[config.mk]
export PLATFORM = sky130hd
export DESIGN_NAME = rr_mux_arbiter_flat
export DESIGN_NICKNAME = d
export VERILOG_FILES = /design/src/rtl/rr_mux_arbiter_if.sv /design/src/rtl/rr_mux_arbiter.sv /design/src/flat_wrapper.sv
export SDC_FILE = /design/constraint.sdc
export NUM_CORES = 1
export LEC_CHECK = 0
export ABC_AREA = 1
export BUFFER_PORTS_ARGS = -buffer_cell sky130_fd_sc_hd__clkbuf_2
export CAP_MARGIN = 20
export CORE_UTILIZATION = 53
export CTS_CLUSTER_DIAMETER = 200
export DETAILED_ROUTE_END_ITERATION = 10
export PLACE_DENSITY = 0.8
export SLEW_MARGIN = 25
export SYNTH_ARGS = -nofsm -noshare
export SYNTH_HDL_FRONTEND = slang
export SYNTH_SLANG_ARGS = --single-unit
[constraint.sdc]
create_clock -name clk -period 3.2 [get_ports clk]
set_input_delay 0.64 -clock clk [delete_from_list [all_inputs] [get_ports clk]]
set_output_delay 0.64 -clock clk [all_outputs]
set_load 0.02 [all_outputs]
[src/rtl/rr_mux_arbiter_if.sv]
// Handshake bundle for rr_mux_arbiter: N valid/ready/data input lanes and one
// registered output channel tagged with the source index.
interface rr_mux_arbiter_if #(
   parameter int N = 4,
   parameter int W = 8
);
   localparam int SW = $clog2(N);

   logic [N-1:0]   in_valid;
   logic [N*W-1:0] in_data;
   logic [N-1:0]   in_ready;
   logic           out_valid;
   logic [W-1:0]   out_data;
   logic [SW-1:0]  out_src;
   logic           out_ready;

   modport slave (
      input  in_valid, in_data, out_ready,
      output in_ready, out_valid, out_data, out_src
   );

   modport master (
      output in_valid, in_data, out_ready,
      input  in_ready, out_valid, out_data, out_src
   );
endinterface

[src/rtl/rr_mux_arbiter.sv]
// Round-robin N:1 arbiter with a one-entry registered output stage; grants
// rotate from the slot after the last winner so no requester starves.
module rr_mux_arbiter #(
   parameter int N = 4,
   parameter int W = 8
) (
   input logic           clk,
   input logic           rst,
   rr_mux_arbiter_if.slave bus
);
   localparam int SW = $clog2(N);

   typedef enum logic {EMPTY, FULL} state_t;

   state_t        state, state_nxt;
   logic [SW-1:0] ptr, ptr_nxt;
   logic [SW-1:0] win;
   logic [W-1:0]  win_data;
   logic          found;
   logic          can_load;
   logic          load;
   logic [W-1:0]  data_q;
   logic [SW-1:0] src_q;

   // Search ptr, ptr+1, ... modulo N so non-power-of-two N never aliases.
   always_comb begin
      int unsigned idx;
      idx      = 0;
      found    = 1'b0;
      win      = '0;
      win_data = '0;
      for (int unsigned k = 0; k < N; k++) begin
         idx = 32'(ptr) + k;
         if (idx >= N) idx = idx - N;
         if (!found && bus.in_valid[idx]) begin
            found    = 1'b1;
            win      = SW'(idx);
            win_data = bus.in_data[idx*W +: W];
         end
      end
   end

   assign can_load = (state == EMPTY) || bus.out_ready;
   assign load     = found && can_load && !rst;

   always_ff @(posedge clk) begin
      if (rst) state <= EMPTY;
      else     state <= state_nxt;
   end

   always_comb begin
      state_nxt = state;
      ptr_nxt   = ptr;
      if (load) begin
         state_nxt = FULL;
         ptr_nxt   = (win == SW'(N - 1)) ? '0 : win + SW'(1);
      end else if (state == FULL && bus.out_ready) begin
         state_nxt = EMPTY;
      end
   end

   always_ff @(posedge clk) begin
      if (rst) begin
         ptr    <= '0;
         data_q <= '0;
         src_q  <= '0;
      end else begin
         ptr <= ptr_nxt;
         if (load) begin
            data_q <= win_data;
            src_q  <= win;
         end
      end
   end

   assign bus.in_ready  = load ? (N'(1) << win) : '0;
   assign bus.out_valid = (state == FULL);
   assign bus.out_data  = data_q;
   assign bus.out_src   = src_q;
endmodule

[src/flat_wrapper.sv]
// flat-port wrapper written by rule: the top's interface ports become plain ports
module rr_mux_arbiter_flat 
#(
   parameter int N = 4,
   parameter int W = 8
)
  (clk, rst, bus_in_valid, bus_in_data, bus_out_ready, bus_in_ready, bus_out_valid, bus_out_data, bus_out_src);
  rr_mux_arbiter_if #(.N(N), .W(W)) bus_i ();
  input logic clk;
  input logic rst;
  input wire logic [$bits(bus_i.in_valid)-1:0] bus_in_valid;
  input wire logic [$bits(bus_i.in_data)-1:0] bus_in_data;
  input wire logic [$bits(bus_i.out_ready)-1:0] bus_out_ready;
  output wire logic [$bits(bus_i.in_ready)-1:0] bus_in_ready;
  output wire logic [$bits(bus_i.out_valid)-1:0] bus_out_valid;
  output wire logic [$bits(bus_i.out_data)-1:0] bus_out_data;
  output wire logic [$bits(bus_i.out_src)-1:0] bus_out_src;
  assign bus_i.in_valid = bus_in_valid;
  assign bus_i.in_data = bus_in_data;
  assign bus_i.out_ready = bus_out_ready;
  assign bus_in_ready = bus_i.in_ready;
  assign bus_out_valid = bus_i.out_valid;
  assign bus_out_data = bus_i.out_data;
  assign bus_out_src = bus_i.out_src;
  rr_mux_arbiter #(.N(N), .W(W)) u_core (.clk(clk), .rst(rst), .bus(bus_i));
endmodule
# Word-level counts from Yosys, hierarchy flattened
# Index checks and enable logic that the tools add are counted.
# op_classes
n_addsub,8
mux,28
n_reduce_logical,12
shifts,5
eq_ne,1
n_lt_le_gt_ge,8
bitwise,1
# op_table
op,n
$shiftx 32x33->8,4
$lt 32x3->1 const B,4
$mux 32,4
$ge 32x3->1 const B,3
$sub 32x3->32 const B,3
$mux 8,4
$mux 1,10
$mux 2,5
$bmux 1 s2,4
$add 2x2->3 const B,2
$logic_and 1x1->1,6
$logic_not 1->1,4
$mux 4,1
$shl 1x2->4 const A,1
$sub 2x3->4 const B,1
$add 2x1->3 const B,1
$ge 2x3->1 const B,1
$add 2x1->2 const B,1
$eq 2x2->1 const B,1
$reduce_bool 2->1,1
$logic_or 1x1->1,1
$not 1->1,1
# word_totals
ff_bits,13
elab_cells,67
output_inout_bits,15
input_bits,39

# Logic depth before layout (Yosys ltp)
# Gate-level depths: netlist of run 1.
# logic_depth
ltp_word,17
mapped_depth,16
ltp_nobuf,14

# Worst setup path after synthesis of run 1
# Ideal clock, no wire load.
# synth_path
path_kind,register -> output
start,reg u_core.ptr[0]
end,out bus_in_ready[2]
slack_ps,263
path_stages_with_launch,16
path_buffers,3
required_ps,2560
t_arrival_ps,2297
cell_sequence,dfxtp_1 > buf_6 > inv_2 > buf_6 > ha_1 > buf_2 > inv_1 > nand3_2 > nand2_4 > nand2_1 > nor2_4 > nand2_1 > o211ai_2 > ha_1 > inv_1 > nor2_1
# synth_via
elab_cells_between_ends,41
classes_between,7 x add/sub; 4 x order compare; 1 x shift; 21 x mux; 8 x reduce/logical
# synth_lines
element,line_no,source
"start, declared",rr_mux_arbiter.sv:16,"logic [SW-1:0] ptr, ptr_nxt;"
"start signal, assigned",rr_mux_arbiter.sv:68,ptr <= ptr_nxt;
branches (longest 13 deep; another with $sub 32x3->32),--,
$mux 2 *,rr_mux_arbiter.sv:35,if (!found && bus.in_valid[idx]) begin
net u_core.win[1],rr_mux_arbiter.sv:17,logic [SW-1:0] win;
$shl 1x2->4 *,rr_mux_arbiter.sv:76,assign bus.in_ready = load ? (N'(1) << win) : '0;
$mux 4 *,rr_mux_arbiter.sv:76,
"end, declared",flat_wrapper.sv:14,output wire logic [$bits(bus_i.in_ready)-1:0] bus_in_ready;
# Mark *: on every way through the listed nets, which the timed path passes. The select of a mux whose other input is x is not followed.

# Final worst setup path of run 1
# layout_path
start,reg u_core.ptr[0]
end,out bus_in_ready[0]
# The elaborated chain is that of the path after synthesis.

==> results of run 1 <==
[power by group]
group	total (W)	switching, W	internal [W]
logic	0.00170	0.00113	0.000567
registers	0.000289	0.0000462	0.000243
clock network	0.000148	0.0000604	0.0000881
[worst max-delay path by stage]
stage                               start               to  slack [ns]
after floorplan             u_core.ptr[0]  bus_in_ready[2]        0.26
after global routing        u_core.ptr[0]  bus_in_ready[0]        0.02
after CTS                   u_core.ptr[0]  bus_in_ready[0]        0.02
after detailed placement  bus_in_valid[2]  bus_in_ready[0]        0.20
final                       u_core.ptr[0]  bus_in_ready[0]        0.19
after global placement      u_core.ptr[0]  bus_in_ready[1]        0.29
[worst register-to-register path, stage by stage, from the launching register on]
cell     delay [ns]
dfxtp_4        0.38
inv_2          0.07
ha_4           0.32
inv_1          0.10
nand3_2        0.10
nand2_4        0.11
nor2_8         0.21
nor2_1         0.06
nand2_1        0.10
nand2_2        0.08
inv_1          0.09
ha_1           0.23
nand2_1        0.07
nand2_1        0.05
[logic make-up after synthesis]
| logic type | synth area share [%] |
|---|---|
| AND/OR/NAND/NOR | 47.89 |
| buffers and inverters | 16.48 |
| flip-flops | 13.28 |
| AO/OA/AOI/OAI | 17.88 |
| adder cells (fa/ha/maj) | 4.470 |
[sequential cells by signal, summed over array words and instances (netlist names)]
name                  flops
u_core.bus.out_data       8
u_core.bus.out_src        2
u_core.bus.out_valid      1
u_core.ptr                2
[per-layer routing]
metal | part of all wire, % | wire (um) | vias up
met5 | 0 | 0 | -
met3 | 3.0 | 144 | 6
met4 | 0.93 | 45 | 0
met2 | 52 | 2508 | 36
met1 | 44 | 2131 | 1028
li1 | - | - | 1247
[layout make-up]
| type | instances | area share, % |
|---|---|---|
| Clock buffer | 4 | 1.979 |
| Inverter | 53 | 8.741 |
| Multi-Input combinational cell | 289 | 61.52 |
| Sequential cell | 13 | 11.60 |
| Tap cell | 46 | 2.529 |
| Timing Repair Buffer | 59 | 13.63 |
[stage by stage]
stage | power [W] | hold slack, ns | std cells | util [%]
6_report | 0.002135 | 0.4783 | 464 | 66.12
5_1_grt | 0.002394 | 0.5093 | 464 | 66.12
4_1_cts | 0.002101 | 0.4778 | 463 | 65.32
3_5_place_dp | 0.001927 | 0.4704 | 459 | 63.83
3_3_place_gp | 0.001893 | 0.4617 | 459 | 63.83
2_1_floorplan | 0.001618 | 0.5448 | 375 | -
[placed cells by master (no fill, tap or decap), types with 3 or more instances in the layout]
cell and instances:
a21oi_1 4, nand2_1 143, nand3_1 23, o21ai_0 61, nand2_4 3, dfxtp_1 12, clkbuf_2 52, ha_1 6
nand3_2 3, nor2_1 31, clkbuf_8 3, inv_2 3, buf_4 6, nand2_2 6, inv_1 50
[timing repair]
| action | 4_1_cts | 5_1_grt |
|---|---|---|
| pin swaps | 0 | 2 |
| setup buffers | 0 | 1 |
| hold endpoints to repair | 0 | 0 |
| hold buffers | 0 | 0 |
| gates resized for setup | 2 | 5 |
| endpoints found under the setup margin | 2 | 4 |
==> run_results.csv, run 1 <==
group,metric,value,unit
floorplanning,start_util,56.92,%
logic_synthesis,synth.most_common_cell,"nand2_1",
placed_design,gp_congestion,0.8552,
worst_setup_path,end_kind,"output port",
logic_synthesis,syn_nets,421,
grt,met3_usage,3.467,%
power_and_ir_drop,p_leak,1.279,nW
routing,vias,2317,
grt,use_met1,30.59,%
sta,clock.fmax,332.6,MHz
power_and_ir_drop,powerDensity,938.1,mW/mm^2
sta,setup_slack,0.1933,ns
clocking,cts_sinks,13,
worst_setup_path,r2r-end,"u_core.ptr[1]",
cells_and_area,final_layout_size_suffix_gt1_share,20.33,%
clocking,clkTransAtPathRegs,0.06,ns
worst_hold_path,min_path_cells,2,
cells_and_area,n_fill_cell,358,
logic_synthesis,ys_top_cells_by_area,"nand2_1 28%, o21ai_0 16%, dfxtp_1 13%",
sta,finClkSkew,0.003117,ns
sta,fin_tns_setup,0,ns
logic_synthesis,synth_cells,375,
cells_and_area,num_antenna_cells,0,
logic_synthesis,yosysSeqAreaShare,13.28,%
worst_setup_path,cp_data_arrival_time,2.37,ns
logic_synthesis,synth_edf_count,0,
grt,grt_pass1_vias,2074,
logic_synthesis,synth_area,0.001959,mm^2
logic_synthesis,ys_types,23,
outcome,status,"finished clean",
sta,tightestPinTransition,0.5555,ns
floorplanning,pin_count,54,
floorplanning,coreArea,0.003442,mm^2
cells_and_area,area_delta_synth_final,16.16,%
worst_setup_path,r2r_cells,13,
worst_hold_path,holdCritPathClass,"reg -> reg",
routing,routed_wl,4830,um
grt,grt_usage,26.23,%
grt,grt_overflow,0,
logic_synthesis,ys.flop_type,"dfxtp_1",
grt,grt_use_met2,49.46,%
cells_and_area,multi_input_area,0.001400,mm^2
logic_synthesis,syn_area_per_cell,5.225,um^2
worst_setup_path,path_delay_family,"buffers and inverters",
logic_synthesis,postSynth.asyncResetShare,0,%
worst_setup_path,critPathMostFrequentCell,"inv_1",
routing,drc,0,
clocking,tritoncts,"done",
worst_setup_path,reg2reg_slack,1.14,ns
worst_setup_path,path_class,"reg -> out",
clocking,clock_path_buffers,2,
logic_synthesis,yosysTopAreaCell,"nand2_1",
power_and_ir_drop,peakVddDrop,0.0009014,V
worst_setup_path,critPathBufInv,5,
logic_synthesis,synth_top_area_share,27.59,%
worst_setup_path,cp-start-kind,"flip-flop",
floorplanning,placementRows,21,
clocking,htree_levels,1,
worst_setup_path,r2r-start,"u_core.ptr[0]",
clocking,clock-root-buffer,"clkbuf_8",
grt,antenna_found_initial,0,
placed_design,post-place-ws,0.1972,ns
routing,ant_nets,0,
sta,rsz0062_at_grt,"no",
placed_design,placed_cell_area,0.002197,mm^2
logic_synthesis,yosys_warnings,0,
placed_design,port-buffer-count,53,
grt,grt-busiest-layer,"met2",
cells_and_area,regArea,264.0,um^2
logic_synthesis,ys_ff_latch,13,
routing,drt_iter0_drc,87,
worst_hold_path,min_from,"u_core.bus.out_src[1]",
logic_synthesis,yosys-top-cells-count,"144 x nand2_1, 61 x o21ai_0, 50 x inv_1",
worst_setup_path,cp_num_cells,13,
worst_setup_path,critPathMaxStageDelay,0.38,ns
clocking,numCtsBuffers,3,
sta,setup_viol,0,
cells_and_area,nNetsFinal,465,
placed_design,hpwl,3707,um
job,max_cap_violations,0,
routing,drt-pass1-iter-count,4,
worst_setup_path,cp_cell_sequence,"inv_2, ha_4, inv_1, nand3_2, nand2_4, nor2_8, a21oi_2, o211ai_2, inv_1, ha_1, inv_1, nor2_1, buf_2",
cells_and_area,postLayoutCellArea,0.002276,mm^2
routing,wire_per_inst,10.41,um
grt,grt_start_max_net_pins,65,
sta,relSlewSlack,62.83,%
worst_setup_path,cp.required,2.56,ns
sta,min_period,3.007,ns
floorplanning,die_area,0.003944,mm^2
sta,hold_viol_final,0,
clocking,insertion_delay,0.25,ns
worst_hold_path,min_to,"u_core.bus.out_src[1]",
floorplanning,die_h,62.80,um
worst_setup_path,crit_fanout,10,
sta,report.final.slew_viol_count,0,
sta,finalCritPeriodShare,93.96,%
grt,grt_first_pass_wirelength,8466,um
floorplanning,dieWidth,62.80,um
routing,vias_per_cell,4.994,
worst_setup_path,critPathSlowestCell,"dfxtp_4",
Note: power is estimated with default switching activity, not from simulation.
==> inputs of run 2 (changes only) <==
Settings changed: BUFFER_PORTS_ARGS -buffer_cell sky130_fd_sc_hd__clkbuf_2 to default, CORE_UTILIZATION 53 to 60, DONT_BUFFER_PORTS from default to 1, PLACE_DENSITY 0.8 to 0.75, SLEW_MARGIN 25 to default.
==> run_results.csv, run 2 (synthesis results as in run 1) <==
group,metric,value,unit
sta,tightestPinTransition,0.5481,ns
sta,fin_tns_setup,0,ns
cells_and_area,final_layout_size_suffix_gt1_share,10.22,%
clocking,tritoncts,"done",
worst_setup_path,reg2reg_slack,1.10,ns
placed_design,post-place-ws,0.3204,ns
floorplanning,start_util,63.66,%
sta,relSlewSlack,63.32,%
job,max_cap_violations,0,
clocking,numCtsBuffers,3,
routing,vias_per_cell,5.125,
worst_hold_path,holdCritPathClass,"in -> reg",
sta,hold_viol_final,0,
routing,ant_nets,0,
routing,wire_per_inst,10.61,um
worst_setup_path,r2r-start,"u_core.ptr[1]",
power_and_ir_drop,p_leak,1.082,nW
cells_and_area,n_fill_cell,339,
floorplanning,die_h,59.15,um
power_and_ir_drop,peakVddDrop,0.0006835,V
clocking,ctsHoldBuffers,0,
cells_and_area,stdcell_count,416,
outcome,status,"finished clean",
cells_and_area,final_cell_mix,"144 x nand2_1, 61 x o21ai_0, 49 x inv_1",
floorplanning,pin_count,54,
clocking,htree_levels,1,
sta,finClkSkew,0.005597,ns
power_and_ir_drop,powerDensity,985.3,mW/mm^2
grt,grt_first_pass_wirelength,7362,um
placed_design,gp_congestion,0.8455,
grt,grt_usage,27.22,%
worst_setup_path,cp-start-kind,"flip-flop",
grt,grt_start_max_net_pins,45,
worst_setup_path,cp.required,2.56,ns
sta,finalCritPeriodShare,93.86,%
routing,drt_iter0_drc,90,
routing,vias,2132,
cells_and_area,num_antenna_cells,0,
floorplanning,dieWidth,59.15,um
worst_setup_path,crit_fanout,9,
placed_design,hpwl,3445,um
worst_hold_path,min_to,"u_core.ptr[0]",
worst_setup_path,path_class,"reg -> out",
worst_setup_path,end_kind,"output port",
cells_and_area,nNetsFinal,419,
sta,finalHoldWorstSlack,0.4226,ns
sta,setup_slack,0.1963,ns
clocking,insertion_delay,0.28,ns
routing,drc,0,
cells_and_area,area_delta_synth_final,3.576,%
clocking,clkTransAtPathRegs,0.07,ns
worst_setup_path,r2r-end,"u_core.ptr[1]",
grt,grt_overflow,0,
clocking,cts_sinks,13,
placed_design,port-buffer-count,0,
grt,antenna_found_initial,0,
sta,rsz0062_at_grt,"no",
cells_and_area,largest_reg_flops,8,
grt,grt_pass1_vias,1849,
floorplanning,coreArea,0.003078,mm^2
worst_setup_path,r2r_cells,12,
placed_design,dp.cells,409,
routing,routed_wl,4415,um
floorplanning,placementRows,20,
worst_hold_path,min_path_cells,1,
sta,report.final.slew_viol_count,0,
worst_hold_path,min_from,"rst",
cells_and_area,layout_commonest_cell,"nand2_1",
sta,setup_viol,0,
clocking,clock_path_buffers,2,
floorplanning,die_area,0.003498,mm^2
routing,drt-pass1-iter-count,4,
sta,min_period,3.004,ns
worst_setup_path,cp_data_arrival_time,2.36,ns
sta,clock.fmax,332.9,MHz
cells_and_area,post-route-util,65.94,%
clocking,clock-root-buffer,"clkbuf_4",
[run 2: cell types whose count changed in the layout (fill, tap and decap cells not counted), sizes merged]
| cell | change |
|---|---|
| clkbuf | -52 |
| buf | +6 |
[run 2: metrics by stage]
step	power, W	cell area, um^2
global placement	0.001842	1967
CTS	0.001965	1993
floorplan	0.001618	1959
detailed placement	0.001860	1967
finish	0.002000	2029
global route	0.002270	2029
[run 2: worst max-delay path by stage]
stage	depth (start not counted)	to	slack (ns)	startpoint
after global placement	14	bus_in_ready[0]	0.40	bus_in_valid[3]
after floorplan	15	bus_in_ready[2]	0.26	u_core.ptr[0]
final	14	bus_in_ready[0]	0.20	u_core.ptr[0]
after global routing	14	bus_in_ready[0]	0.005	u_core.ptr[0]
after CTS	14	bus_in_ready[1]	0.05	u_core.ptr[0]
after detailed placement	14	bus_in_ready[1]	0.32	bus_in_valid[3]
[run 2: power by group]
part	total [W]	switching, W	leakage, nW	internal [W]
Combinational	0.00153	0.00101	0.958	0.000526
Sequential	0.000368	0.000127	0.109	0.000241
Clock	0.0000994	0.0000510	0.0150	0.0000484
[run 2: layout make-up]
class	instances	area [um^2]	area share, %
timing repair buffer	13	101.3	4.994
clock buffer	4	26.28	1.295
tap	44	55.05	2.713
inverter	53	201.4	9.926
sequential	13	261.5	12.89
multi-input combinational	289	1384	68.19
[run 2: repair_timing]
item                                    CTS  global route
resized for setup                         0             5
buffers inserted                          0             3
endpoints found under the setup margin    0             4
[run 2: layer usage]
metal	track usage [%]	wire, um	share of wire, %
met2	52.76	2304	52
met1	31.39	1879	43
met4	2.041	19	0.43
met3	5.895	212	4.8
met5	0	0	0
[run 2: worst max-delay path: stages (launching register included)]
cell	delay, ns
dfxtp_2	0.35
inv_2	0.04
ha_2	0.35
inv_2	0.11
nand3_2	0.10
nand2_4	0.15
nand2_1	0.11
nor2_4	0.19
nand2_1	0.08
o211ai_2	0.10
inv_1	0.09
ha_1	0.18
inv_1	0.05
nor2_1	0.04
buf_4	0.15
